`config.mk`:
```
export PLATFORM = sky130hd
export DESIGN_NAME = multicycle_ctrl_flat
export DESIGN_NICKNAME = d
export VERILOG_FILES = /design/src/rtl/multicycle_ctrl_if.sv /design/src/rtl/multicycle_ctrl.sv /design/src/flat_wrapper.sv
export SDC_FILE = /design/constraint.sdc
export NUM_CORES = 1
export LEC_CHECK = 0
export CORE_ASPECT_RATIO = 0.6
export CORE_MARGIN = 1.5
export CORE_UTILIZATION = 49
export CTS_CLUSTER_SIZE = 28
export DETAILED_ROUTE_END_ITERATION = 6
export GPL_TIMING_DRIVEN = 0
export HOLD_SLACK_MARGIN = 0.02
export PLACE_DENSITY = 0.84
export SYNTH_ARGS = -nofsm -noshare
export SYNTH_HDL_FRONTEND = slang
export SYNTH_SLANG_ARGS = --single-unit
```
`constraint.sdc`:
```
create_clock -name clk -period 10.19 [get_ports clk]
set_input_delay 3.057 -clock clk [delete_from_list [all_inputs] [get_ports clk]]
set_output_delay 3.057 -clock clk [all_outputs]
set_load 0.02 [all_outputs]
```
`src/rtl/multicycle_ctrl_if.sv`:
```
// Bus bundle between the multicycle control FSM and its datapath/memories.
// The controller takes the master modport; the datapath side takes the slave modport.
interface multicycle_ctrl_if #(
  parameter int XLEN = 32
);
  logic            run;
  logic [XLEN-1:0] ir;
  logic            EQ;
  logic            imem_ready;
  logic            dmem_ready;
  logic            imem_req;
  logic            ir_we;
  logic            dmem_req;
  logic            dmem_we;
  logic            pc_we;
  logic            pc_src;
  logic            RegWrite;
  logic            ALUsrc;
  logic [2:0]      ALUctrl;
  logic [1:0]      ImmSrc;
  logic            result_src;
  logic            illegal;
  logic [XLEN-1:0] cycle_cnt;
  logic [XLEN-1:0] instret_cnt;

  modport master (
    input  run, ir, EQ, imem_ready, dmem_ready,
    output imem_req, ir_we, dmem_req, dmem_we, pc_we, pc_src, RegWrite,
           ALUsrc, ALUctrl, ImmSrc, result_src, illegal, cycle_cnt, instret_cnt
  );

  modport slave (
    output run, ir, EQ, imem_ready, dmem_ready,
    input  imem_req, ir_we, dmem_req, dmem_we, pc_we, pc_src, RegWrite,
           ALUsrc, ALUctrl, ImmSrc, result_src, illegal, cycle_cnt, instret_cnt
  );
endinterface

```
`src/rtl/multicycle_ctrl.sv`:
```
// Multicycle control FSM for an addi/add/bne/lw/sw subset, with cycle and
// retired-instruction counters.
module multicycle_ctrl #(
  parameter int XLEN = 32
) (
  input logic               clk,
  input logic               rst,
  multicycle_ctrl_if.master bus
);

  typedef enum logic [2:0] {FETCH, DECODE, EXEC, MEM, WB} state_e;

  state_e          state_q, state_d;
  logic [XLEN-1:0] cycle_q, cycle_d;
  logic [XLEN-1:0] instret_q, instret_d;

  logic [6:0] opcode;
  logic [2:0] funct3;
  logic [6:0] funct7;
  logic       is_addi, is_add, is_bne, is_lw, is_sw, supported;
  logic       unused_ir;

  logic       imem_req, ir_we, dmem_req, dmem_we, pc_we, pc_src;
  logic       reg_write, alu_src, result_src, illegal;
  logic [2:0] alu_ctrl;
  logic [1:0] imm_src;

  assign opcode    = bus.ir[6:0];
  assign funct3    = bus.ir[14:12];
  assign funct7    = bus.ir[31:25];
  assign unused_ir = ^bus.ir;

  assign is_addi   = (opcode == 7'b0010011) && (funct3 == 3'b000);
  assign is_add    = (opcode == 7'b0110011) && (funct3 == 3'b000) && (funct7 == 7'b0000000);
  assign is_bne    = (opcode == 7'b1100011) && (funct3 == 3'b001);
  assign is_lw     = (opcode == 7'b0000011) && (funct3 == 3'b010);
  assign is_sw     = (opcode == 7'b0100011) && (funct3 == 3'b010);
  assign supported = is_addi | is_add | is_bne | is_lw | is_sw;

  always_ff @(posedge clk) begin
    if (rst) begin
      state_q   <= FETCH;
      cycle_q   <= '0;
      instret_q <= '0;
    end else begin
      state_q   <= state_d;
      cycle_q   <= cycle_d;
      instret_q <= instret_d;
    end
  end

  always_comb begin
    state_d = state_q;
    case (state_q)
      FETCH:   if (bus.run && bus.imem_ready) state_d = DECODE;
      DECODE:  state_d = supported ? EXEC : FETCH;
      EXEC: begin
        if (is_addi || is_add)    state_d = WB;
        else if (is_lw || is_sw)  state_d = MEM;
        else                      state_d = FETCH;
      end
      MEM:     if (bus.dmem_ready) state_d = is_lw ? WB : FETCH;
      WB:      state_d = FETCH;
      default: state_d = FETCH;
    endcase
  end

  always_comb begin
    imem_req   = 1'b0;
    ir_we      = 1'b0;
    dmem_req   = 1'b0;
    dmem_we    = 1'b0;
    pc_we      = 1'b0;
    pc_src     = 1'b0;
    reg_write  = 1'b0;
    alu_src    = 1'b0;
    alu_ctrl   = 3'b000;
    imm_src    = 2'b00;
    result_src = 1'b0;
    illegal    = 1'b0;
    // No ALU output register: operand selection stays valid from EXEC through WB.
    if (state_q == EXEC || state_q == MEM || state_q == WB) begin
      alu_src  = is_addi | is_lw | is_sw;
      alu_ctrl = is_bne ? 3'b001 : 3'b000;
      imm_src  = is_sw ? 2'b01 : (is_bne ? 2'b10 : 2'b00);
    end
    case (state_q)
      FETCH: begin
        imem_req = bus.run;
        ir_we    = bus.run & bus.imem_ready;
      end
      DECODE: begin
        illegal = ~supported;
        pc_we   = ~supported;
      end
      EXEC: begin
        pc_we  = is_bne;
        pc_src = is_bne & ~bus.EQ;
      end
      MEM: begin
        dmem_req = 1'b1;
        dmem_we  = is_sw;
        pc_we    = is_sw & bus.dmem_ready;
      end
      WB: begin
        reg_write  = 1'b1;
        result_src = is_lw;
        pc_we      = 1'b1;
      end
      default: ;
    endcase
  end

  always_comb begin
    cycle_d   = cycle_q + 1'b1;
    instret_d = instret_q;
    if (pc_we && !illegal) instret_d = instret_q + 1'b1;
  end

  // Enables are forced low while reset is held, even if the state was mid-access.
  assign bus.imem_req    = imem_req & ~rst;
  assign bus.ir_we       = ir_we & ~rst;
  assign bus.dmem_req    = dmem_req & ~rst;
  assign bus.dmem_we     = dmem_we & ~rst;
  assign bus.pc_we       = pc_we & ~rst;
  assign bus.RegWrite    = reg_write & ~rst;
  assign bus.illegal     = illegal & ~rst;
  assign bus.pc_src      = pc_src;
  assign bus.ALUsrc      = alu_src;
  assign bus.ALUctrl     = alu_ctrl;
  assign bus.ImmSrc      = imm_src;
  assign bus.result_src  = result_src;
  assign bus.cycle_cnt   = cycle_q;
  assign bus.instret_cnt = instret_q;

endmodule
```
`src/flat_wrapper.sv`:
```
// flat-port wrapper written by rule: the top's interface ports become plain ports
module multicycle_ctrl_flat 
#(
  parameter int XLEN = 32
)
  (clk, rst, bus_run, bus_ir, bus_EQ, bus_imem_ready, bus_dmem_ready, bus_imem_req, bus_ir_we, bus_dmem_req, bus_dmem_we, bus_pc_we, bus_pc_src, bus_RegWrite, bus_ALUsrc, bus_ALUctrl, bus_ImmSrc, bus_result_src, bus_illegal, bus_cycle_cnt, bus_instret_cnt);
  multicycle_ctrl_if #(.XLEN(XLEN)) bus_i ();
  input logic clk;
  input logic rst;
  input wire logic [$bits(bus_i.run)-1:0] bus_run;
  input wire logic [$bits(bus_i.ir)-1:0] bus_ir;
  input wire logic [$bits(bus_i.EQ)-1:0] bus_EQ;
  input wire logic [$bits(bus_i.imem_ready)-1:0] bus_imem_ready;
  input wire logic [$bits(bus_i.dmem_ready)-1:0] bus_dmem_ready;
  output wire logic [$bits(bus_i.imem_req)-1:0] bus_imem_req;
  output wire logic [$bits(bus_i.ir_we)-1:0] bus_ir_we;
  output wire logic [$bits(bus_i.dmem_req)-1:0] bus_dmem_req;
  output wire logic [$bits(bus_i.dmem_we)-1:0] bus_dmem_we;
  output wire logic [$bits(bus_i.pc_we)-1:0] bus_pc_we;
  output wire logic [$bits(bus_i.pc_src)-1:0] bus_pc_src;
  output wire logic [$bits(bus_i.RegWrite)-1:0] bus_RegWrite;
  output wire logic [$bits(bus_i.ALUsrc)-1:0] bus_ALUsrc;
  output wire logic [$bits(bus_i.ALUctrl)-1:0] bus_ALUctrl;
  output wire logic [$bits(bus_i.ImmSrc)-1:0] bus_ImmSrc;
  output wire logic [$bits(bus_i.result_src)-1:0] bus_result_src;
  output wire logic [$bits(bus_i.illegal)-1:0] bus_illegal;
  output wire logic [$bits(bus_i.cycle_cnt)-1:0] bus_cycle_cnt;
  output wire logic [$bits(bus_i.instret_cnt)-1:0] bus_instret_cnt;
  assign bus_i.run = bus_run;
  assign bus_i.ir = bus_ir;
  assign bus_i.EQ = bus_EQ;
  assign bus_i.imem_ready = bus_imem_ready;
  assign bus_i.dmem_ready = bus_dmem_ready;
  assign bus_imem_req = bus_i.imem_req;
  assign bus_ir_we = bus_i.ir_we;
  assign bus_dmem_req = bus_i.dmem_req;
  assign bus_dmem_we = bus_i.dmem_we;
  assign bus_pc_we = bus_i.pc_we;
  assign bus_pc_src = bus_i.pc_src;
  assign bus_RegWrite = bus_i.RegWrite;
  assign bus_ALUsrc = bus_i.ALUsrc;
  assign bus_ALUctrl = bus_i.ALUctrl;
  assign bus_ImmSrc = bus_i.ImmSrc;
  assign bus_result_src = bus_i.result_src;
  assign bus_illegal = bus_i.illegal;
  assign bus_cycle_cnt = bus_i.cycle_cnt;
  assign bus_instret_cnt = bus_i.instret_cnt;
  multicycle_ctrl #(.XLEN(XLEN)) u_core (.clk(clk), .rst(rst), .bus(bus_i));
endmodule
```
After elaboration in Yosys (flattened, before gate mapping)
Cells that the tools add are included.
- register bits after elaboration: 67
- output and inout port bits: 79
- input bits: 38
- word-level logic and storage cells: 76
- bitwise operators: 19
- multiplexer cells: 22
- eq/ne operators: 13
- add/sub/neg operators: 2
- reductions and logical operators: 17
- operator list (cell ; number):
    32-bit by 1-bit adder with 32-bit output (second input constant) ; 2
    3-bit 2-to-1 mux ; 5
    7-bit by 6-bit == test with 1-bit output (second input constant) ; 2
    3-bit case mux with 4 select lines ; 1
    1-bit bitwise AND ; 10
    1-bit 2-to-1 mux ; 10
    2-bit 2-to-1 mux ; 5
    3-bit by 2-bit == test with 1-bit output (second input constant) ; 3
    1-bit logical AND ; 8
    7-bit by 2-bit == test with 1-bit output (second input constant) ; 1
    7-bit by 5-bit == test with 1-bit output (second input constant) ; 1
    7-bit == test (second input constant) ; 1
    7-bit logical NOT ; 1
    3-bit by 1-bit == test with 1-bit output (second input constant) ; 2
    3-bit logical NOT ; 2
    1-bit bitwise OR ; 6
    1-bit logical OR ; 4
    1-bit case mux with 4 select lines ; 1
    3-bit == test (second input constant) ; 1
    1-bit inverter ; 3
    2-bit by 1-bit != test with 1-bit output (second input constant) ; 1
    2-bit != test (second input constant) ; 1
    2-bit AND reduction ; 1
    1-bit logical NOT ; 1

Logic depth before layout (Yosys ltp)
Gate-level depths: netlist of the first run.
- word-level depth: 11
- depth in mapped cells: 7
- depth with buffers taken out: 6

Least setup slack after synthesis of the first run
OpenSTA, ideal clock, no wires.
- kind: input to output
- start: input bus_ir[2]
- end: output bus_pc_we
- slack: 2263 ps
- arrival: 4870 ps
- stages on the path: 5
- buffers on the path: 0
- cells stage by stage: or4_4 -> or4_4 -> nor3_1 -> nor2_1 -> o22ai_1
- word-level cells in the longest chain between the ends: 10
- ends and longest elaborated chain (element ; RTL line ; source):
    start, declared ; flat_wrapper.sv:11 ; input wire logic [$bits(bus_i.ir)-1:0] bus_ir;
    7-bit by 6-bit == test with 1-bit output ; multicycle_ctrl.sv:34 ; assign is_add = (opcode == 7'b0110011) && (funct3 == 3'b000) && (funct7 == 7'b0000000);
    1-bit logical AND (2 in series) ; multicycle_ctrl.sv:34 ;
    1-bit bitwise OR (4 in series) ; multicycle_ctrl.sv:38 ; assign supported = is_addi | is_add | is_bne | is_lw | is_sw;
    1-bit inverter ; multicycle_ctrl.sv:94 ; pc_we = ~supported;
    1-bit case mux with 4 select lines (*) ; multicycle_ctrl.sv:87 ; case (state_q)
    1-bit bitwise AND (*) ; multicycle_ctrl.sv:125 ; assign bus.pc_we = pc_we & ~rst;
    end, declared ; flat_wrapper.sv:19 ; output wire logic [$bits(bus_i.pc_we)-1:0] bus_pc_we;
Mark *: on every way between the ends. The rest lies on a longest branch, timed or not.

Worst setup path after layout of the first run
Same ends and word-level chain as after synthesis.

==> reports/metrics.cfg, run 1 <==
[floorplan]
die_y_um=69.3
io-pin-count=117
dieArea_um2=7860
die_x_um=113
start_util=0.522
core-area_um2=6880
num_rows=23

[worst_setup_path]
r2r_cells=7
start_kind=primary input
crit_family=simple AND/OR/NAND/NOR gates
cp-end-kind=output pin
criticalPathCategory=primary input to output pin
path_buf_inv=2
cpPeakStageDelay_ns=0.66
cp.arrival_ns=6.03
cp_max_fo=5
path_depth=7
cp.required_ns=7.13
critPathSlowestCell=clkdlybuf4s50_1
crit_chain=clkdlybuf4s50_1 > or4_4 > or4_4 > nor3_1 > nor2_1 > o22ai_1 > clkdlybuf4s50_1
rrSetupSlack_ns=7.77

[clocking]
clock-sinks=67
clk_pin_slew_ns=0.05
hold_buffers=0
htreeDepth=3
clk_latency_ns=0.33
cts_made_buffers=9
root_buffer=clkbuf_16
cts_setup_buffers=0
cts_buffer_depth=2
cts_tree=built
cts_resized=0

[worst_hold_path]
hold_depth=2
hold_path.class=register to register

[timing]
worst_pin_slew_ns=0.937
finalSetupViolations=0
fin_crit_ns=9.08
final-max-slew-violation-count=0
clock_skew_ns=0.00613
fin_crit_sh=0.891
setup_tns_ns=0
slew_headroom=0.370
rsz0062_at_grt=false
finalHoldViolCount=0
max_freq_mhz=110

[detailed_routing]
vias=3651
first_pass_iters=5
drc=0
routed_wl_um=10400
drt_iter0_drc=359
wire_per_inst_um=16.3
via_per_inst=5.72
antenna_left=0

[synth]
synth_cell_type_count=43
ys_seq_area_frac=0.374
synth_area_leaders=dfxtp_1 (37%), nor2_1 (7.7%), mux2_2 (6.9%)
synth_top_area_share=0.374
syn_area_per_cell_um2=8.21
post-synth-top-area-cell=dfxtp_1
synth_commonest_cells=nor2_1 (74), dfxtp_1 (67), nor2b_1 (31)
async_reset_ff_frac=0
syn_area_um2=3590
netlist_instances=437
yosys_warnings=0
synth_edf_count=0
synth_flop_cell=dfxtp_1
yosysMostFrequentCell=nor2_1
ys_ff_latch=67

[layout]
utilization=0.722
fin_nets=587
diodes=0
fin_cells=638
area.growth.synth_to_final_pct=38.5
layout-drive-gt1-share=0.0853

[global_route]
grt_pass1_wl_um=16800
grt_antenna_before_repair=0
grt_pass1_vias=3444
grt_usage=0.268
grt_max_degree=11
grt-ovfl-total=0

[placed_design]
dp_cells=623
portBuffers=98
hpwl_um=7620
gp_congestion=0.851

[power_and_ir_drop]
p_per_area_nw_per_um2=118
leakage_nw=1.78
peakVddDrop_mv=0.131

[job]
maxCapViolCount=0

[run_status]
status=finished, final reports clean

-- kinds of logic (layout without fill, tap and decap cells) --
group / Yosys count / count (layout) / synth area share
multiplexers: 30 / 30 / 0.0941
adder cells (fa/ha/maj): 2 / 2 / 0.00697
flip-flops: 67 / 67 / 0.374
buffers and inverters: 29 / 142 / 0.0349
other: 1 / 2 / 0.00105
XOR/XNOR: 29 / 29 / 0.0708
AND/OR/NAND/NOR: 232 / 232 / 0.338
AO/OA/AOI/OAI: 47 / 47 / 0.0809
-- sequential cells by signal, summed over array words and instances (netlist names) --
signal,cells
u_core.bus.cycle_cnt,32
u_core.bus.instret_cnt,32
u_core.state_q,3
-- final timing paths --
path	end	startpoint
min reg2reg	u_core.bus.cycle_cnt[14]$_SDFF_PP0_	u_core.bus.cycle_cnt[14]$_SDFF_PP0_
min	u_core.bus.cycle_cnt[14]$_SDFF_PP0_	u_core.bus.cycle_cnt[14]$_SDFF_PP0_
max reg2reg	u_core.bus.instret_cnt[31]$_SDFFE_PP0P_	u_core.state_q[0]$_SDFFE_PP0P_
max	bus_pc_we	bus_ir[2]
-- layout by cell type (no fill, tap or decap), types with 22 or more instances in the layout --
master	synthesis	final
a21oi_1	26	26
clkbuf_1	23	24
clkdlybuf4s50_1	0	98
dfxtp_1	67	67
mux2_2	22	22
nand3_1	30	30
nand4_1	26	26
nor2_1	74	74
nor2b_1	31	31
xor2_1	24	24
-- per-stage QoR --
step                area [um2]  hold WS [ns]  power [mW]  worst slack (ns)
global route              4970         0.563       0.604             0.929
global placement          4680         0.484       0.300              1.19
detailed placement        4690         0.505       0.301              1.14
finish                    4970         0.527       0.587              1.11
CTS                       4970         0.520       0.591              1.13
floorplan                 3590         0.526       0.285              2.26
-- final cells by class --
type	instances	area (um2)
Sequential cell	67	1340
Fill cell	552	1910
Tap cell	87	109
Inverter	2	7.51
Clock buffer	13	270
Buffer	27	118
Multi-Input combinational cell	342	2130
Timing Repair Buffer	98	981
Clock inverter	2	10.0
-- per-layer routing --
layer / track usage / part of all wire / up-vias
met5: 0 / 0 / -
met4: 0.0764 / 0.012 / 0
met3: 0.0743 / 0.087 / 16
met2: 0.421 / 0.45 / 172
met1: 0.360 / 0.45 / 1706
li1: - / - / 1757
-- worst reg2reg max path, cell delays in order (launching register included) --
cell	delay, ns
dfxtp_1	0.34
clkbuf_1	0.35
nor2_1	0.13
nand2_1	0.25
o31a_1	0.26
clkbuf_1	0.44
a211oi_1	0.19
mux2_1	0.34
-- power by group --
part	internal [mW]	switching [mW]	leakage [nW]
clock	0.182	0.108	0.141
combinational	0.0147	0.0164	1.10
sequential	0.263	0.00153	0.540
No activity file was read; power rests on OpenSTA's default activity.
==> run 2: changes to the inputs <==
Settings changed: CORE_MARGIN 1.5 to not set.
==> run 2 against run 1 <==
  * Clock power rose by 18%
  * Final cell count rose by 0.31%
  * Combinational power barely moved
  * Maximum frequency fell by 0.52%
  * Via count rose by 0.33%
  * Utilization rose by 0.69 points
  * Register-to-register slack improved by 0.02 ns
  * Setup slack got worse by 0.048 ns
  * First-iteration DRC count fell by 20%
  * Largest power group unchanged
==> reports/metrics.cfg, run 2 (synthesis results as in run 1) <==
[clocking]
clk_pin_slew_ns=0.06
hold_buffers=0
cts_resized=0
clk_latency_ns=0.33
root_buffer=clkbuf_16
cts_setup_buffers=0
cts_tree=built
cts_buffer_depth=2
htreeDepth=3
cts_made_buffers=9
clock-sinks=67

[global_route]
grt-ovfl-total=0
grt_pass1_vias=3333
grt_antenna_before_repair=0
grt_usage=0.272
grt_pass1_wl_um=16300
grt_max_degree=12

[layout]
fin_nets=588
diodes=0
utilization=0.729
layout_commonest_cell=clkdlybuf4s50_1
area.growth.synth_to_final_pct=39.8
regArea_um2=1340
final_cell_mix=clkdlybuf4s50_1 (98), nor2_1 (74), dfxtp_1 (67)
fillers=521
multiInputGateArea_um2=2130
fin_cells=640
layout-drive-gt1-share=0.0868

[power_and_ir_drop]
totalPowerFinal_uw=638
p_per_area_nw_per_um2=127
leakage_nw=1.80
peakVddDrop_mv=0.110

[worst_setup_path]
worstReg2RegStart=u_core.bus.instret_cnt[3]$_SDFFE_PP0P_
cp.required_ns=7.13
cp_max_fo=5
criticalPathCategory=primary input to output pin
cp-end-kind=output pin
startpoint=bus_ir[2]
r2r_cells=6
cp.arrival_ns=6.07
regToRegEndpoint=u_core.bus.instret_cnt[28]$_SDFFE_PP0P_
start_kind=primary input
rrSetupSlack_ns=7.79

[detailed_routing]
antenna_left=0
drt_iter0_drc=286
vias=3663
via_per_inst=5.72
drc=0
first_pass_iters=5
wire_per_inst_um=16.0
routed_wl_um=10200

[placed_design]
portBuffers=98
hpwl_um=7580
gp_congestion=0.882
dp_cells=624

[run_status]
status=finished, final reports clean

[floorplan]
die_x_um=112
io-pin-count=117
start_util=0.522
dieArea_um2=7680
core-area_um2=6880
die_y_um=68.3
num_rows=23

[timing]
max_freq_mhz=110
slew_headroom=0.443
finalHoldViolCount=0
finalSetupViolations=0
final-max-slew-violation-count=0
setup_tns_ns=0
clock_skew_ns=0.00594
worst_pin_slew_ns=0.829
fin_crit_sh=0.896
rsz0062_at_grt=false
fin_crit_ns=9.13

[worst_hold_path]
hp-start=u_core.bus.cycle_cnt[14]$_SDFF_PP0_
hold_depth=2
hold_path.class=register to register
hold-path-endpoint=u_core.bus.cycle_cnt[14]$_SDFF_PP0_

[job]
maxCapViolCount=0

==> run 2: final cells by class <==
cell class	count	share of cell area
plain buffers	27	0.0234
clock buffers	12	0.0511
clock inverters	4	0.0145
inverters	2	0.00150
multi-input cells	342	0.424
flip-flops and latches	67	0.267
well taps	87	0.0217
repair buffers	99	0.197
==> run 2: power breakdown <==
part | internal (mW) | switching (mW)
Clock | 0.227 | 0.114
Sequential | 0.263 | 0.00160
Combinational | 0.0147 | 0.0168
==> run 2: layer usage <==
metal,vias up,routed length (um),GRT usage
li1,1755,-,-
met1,1742,4720,0.353
met2,152,4610,0.438
met3,14,817,0.0965
met4,0,93,0.0633
met5,-,0,0
==> run 2: critical path, stage by stage <==
cell	delay [ns]
clkdlybuf4s50_1	0.43
or4_4	0.55
or4_4	0.53
nor3_1	0.52
nor2_1	0.11
o22ai_1	0.21
clkdlybuf4s50_1	0.65
==> run 2: worst max-delay path by stage <==
stage / end / slack (ns)
floorplan: bus_pc_we / 2.26
global placement: bus_pc_we / 1.15
detailed placement: bus_pc_we / 1.12
CTS: bus_pc_we / 1.09
global route: bus_pc_we / 0.94
finish: bus_pc_we / 1.06
==> run 2: metrics by stage <==
step / instance area (um2) / setup slack, ns / hold slack [ns]
floorplan: 3590 / 2.26 / 0.526
global placement: 4680 / 1.15 / 0.479
detailed placement: 4690 / 1.12 / 0.513
CTS: 5020 / 1.09 / 0.518
global route: 5020 / 0.938 / 0.543
finish: 5020 / 1.06 / 0.522
==> run 3: changes to the inputs <==
Settings changed: CORE_UTILIZATION 49 to 42, PLACE_DENSITY 0.84 to 0.88.
Clock period 10.19 ns to 8.1 ns, I/O delays scaled along.
==> run 3 against run 2 <==
  * Sequential power grew 26%
  * Highest routed layer unchanged
  * Final cell count grew 3.1%
  * Global-route usage shrank 3.4 points
==> reports/metrics.cfg, run 3 (synthesis results as in run 1) <==
[run_status]
status=finished, final reports clean

[detailed_routing]
routed_wl_um=10500
via_per_inst=5.68
drc=0
antenna_left=0
vias=3747
first_pass_iters=5
wire_per_inst_um=15.9
drt_iter0_drc=316

[power_and_ir_drop]
p_comb_frac=0.050
p_per_area_nw_per_um2=157
totalPowerFinal_uw=788
peakVddDrop_mv=0.0961
power.internal_uw=618
p_seq_frac=0.422
p_clk_frac=0.528
power.switching_uw=171
swShare=0.216
leakage_nw=1.79

[worst_setup_path]
cp_max_fo=5
criticalPathCategory=primary input to output pin
start_kind=primary input
rrSetupSlack_ns=5.53
startpoint=bus_ir[2]
crit_path_end=bus_pc_we
cp-end-kind=output pin
regToRegEndpoint=u_core.bus.instret_cnt[26]$_SDFFE_PP0P_
r2r_cells=6
cp.required_ns=5.67
cp.arrival_ns=5.49
worstReg2RegStart=u_core.bus.instret_cnt[4]$_SDFFE_PP0P_

[placed_design]
portBuffers=98
dp_slack_ns=0.239
place_area_um2=4710
gp_congestion=0.883
dp_cells=644
hpwl_um=7470

[clocking]
cts_made_buffers=9
clk_pin_slew_ns=0.06
cts_buffer_depth=2
hold_buffers=0
cts_tree=built
clk_latency_ns=0.33
clock-sinks=67
cts_setup_buffers=0
root_buffer=clkbuf_16
htreeDepth=3
cts_resized=0

[floorplan]
die_y_um=73.6
dieArea_um2=8930
io-pin-count=117
die_x_um=121
start_util=0.445
num_rows=25
core-area_um2=8070

[timing]
max_freq_mhz=126
clock_skew_ns=0.00587
rsz0062_at_grt=false
fin_ws_ns=0.182
slew_headroom=0.353
worst_pin_slew_ns=0.963
final-max-slew-violation-count=0
whs_ns=0.517
setup_tns_ns=0
fin_crit_sh=0.977
finalSetupViolations=0
fin_crit_ns=7.92
finalHoldViolCount=0

[layout]
fin_cells=660
fin_nets=587
design_area_um2=5030
layout_commonest_cell=clkdlybuf4s50_1
layout-drive-gt1-share=0.0888
utilization=0.624
area.growth.synth_to_final_pct=40.2
diodes=0
final_cell_mix=clkdlybuf4s50_1 (98), nor2_1 (74), dfxtp_1 (67)

[global_route]
grt_antenna_before_repair=0
grt_pass1_wl_um=16500
grt_max_degree=13
grt-ovfl-total=0
grt_usage=0.238
grt_pass1_vias=3420

[job]
maxCapViolCount=0

[worst_hold_path]
hold_path.class=register to register

-- run 3: cell types whose count changed in the layout (fill, tap and decap cells not counted), sizes merged --
cell / delta
clkbuf: -3
clkinv: +1
clkinvlp: +2
buf: -1
-- run 3: power groups by stage --
stage | Combinational [mW] | Clock, mW | Sequential, mW
after floorplan | 0.0173 | 0 | 0.341
after global placement | 0.0380 | 0 | 0.340
after detailed placement | 0.0387 | 0 | 0.340
after CTS | 0.0392 | 0.423 | 0.333
after global routing | 0.0432 | 0.439 | 0.333
final | 0.0395 | 0.416 | 0.333
-- run 3: worst min path at each step --
stage	startpoint	end	slack, ns	cells after the start
finish	u_core.bus.cycle_cnt[0]$_SDFF_PP0_	u_core.bus.cycle_cnt[0]$_SDFF_PP0_	0.52	1
global route	u_core.bus.instret_cnt[1]$_SDFFE_PP0P_	u_core.bus.instret_cnt[1]$_SDFFE_PP0P_	0.55	2
CTS	u_core.bus.cycle_cnt[0]$_SDFF_PP0_	u_core.bus.cycle_cnt[0]$_SDFF_PP0_	0.52	1
detailed placement	u_core.bus.cycle_cnt[0]$_SDFF_PP0_	u_core.bus.cycle_cnt[0]$_SDFF_PP0_	0.47	1
global placement	u_core.bus.cycle_cnt[0]$_SDFF_PP0_	u_core.bus.cycle_cnt[0]$_SDFF_PP0_	0.46	1
floorplan	u_core.bus.cycle_cnt[0]$_SDFF_PP0_	u_core.bus.cycle_cnt[0]$_SDFF_PP0_	0.53	1
-- run 3: worst max-delay path: stages --
cell	delay [ns]
clkdlybuf4s50_1	0.43
or4_4	0.56
or4_4	0.52
nor3_1	0.61
nor2_1	0.08
o22ai_1	0.21
clkdlybuf4s50_1	0.64
-- run 3: per-layer routing --
layer,track usage,vias to the layer above,part of all wire
met1,0.304,1763,0.44
met5,0,-,0
li1,-,1757,-
met2,0.367,208,0.45
met4,0.0974,0,0.011
met3,0.0831,19,0.093
-- run 3: final cells by class --
class,instances,area (um2)
Clock inverter,7,92.6
Fill cell,659,3040
Sequential cell,67,1340
Timing Repair Buffer,98,981
Tap cell,108,135
Multi-Input combinational cell,342,2130
Inverter,2,7.51
Clock buffer,9,225
Buffer,27,118
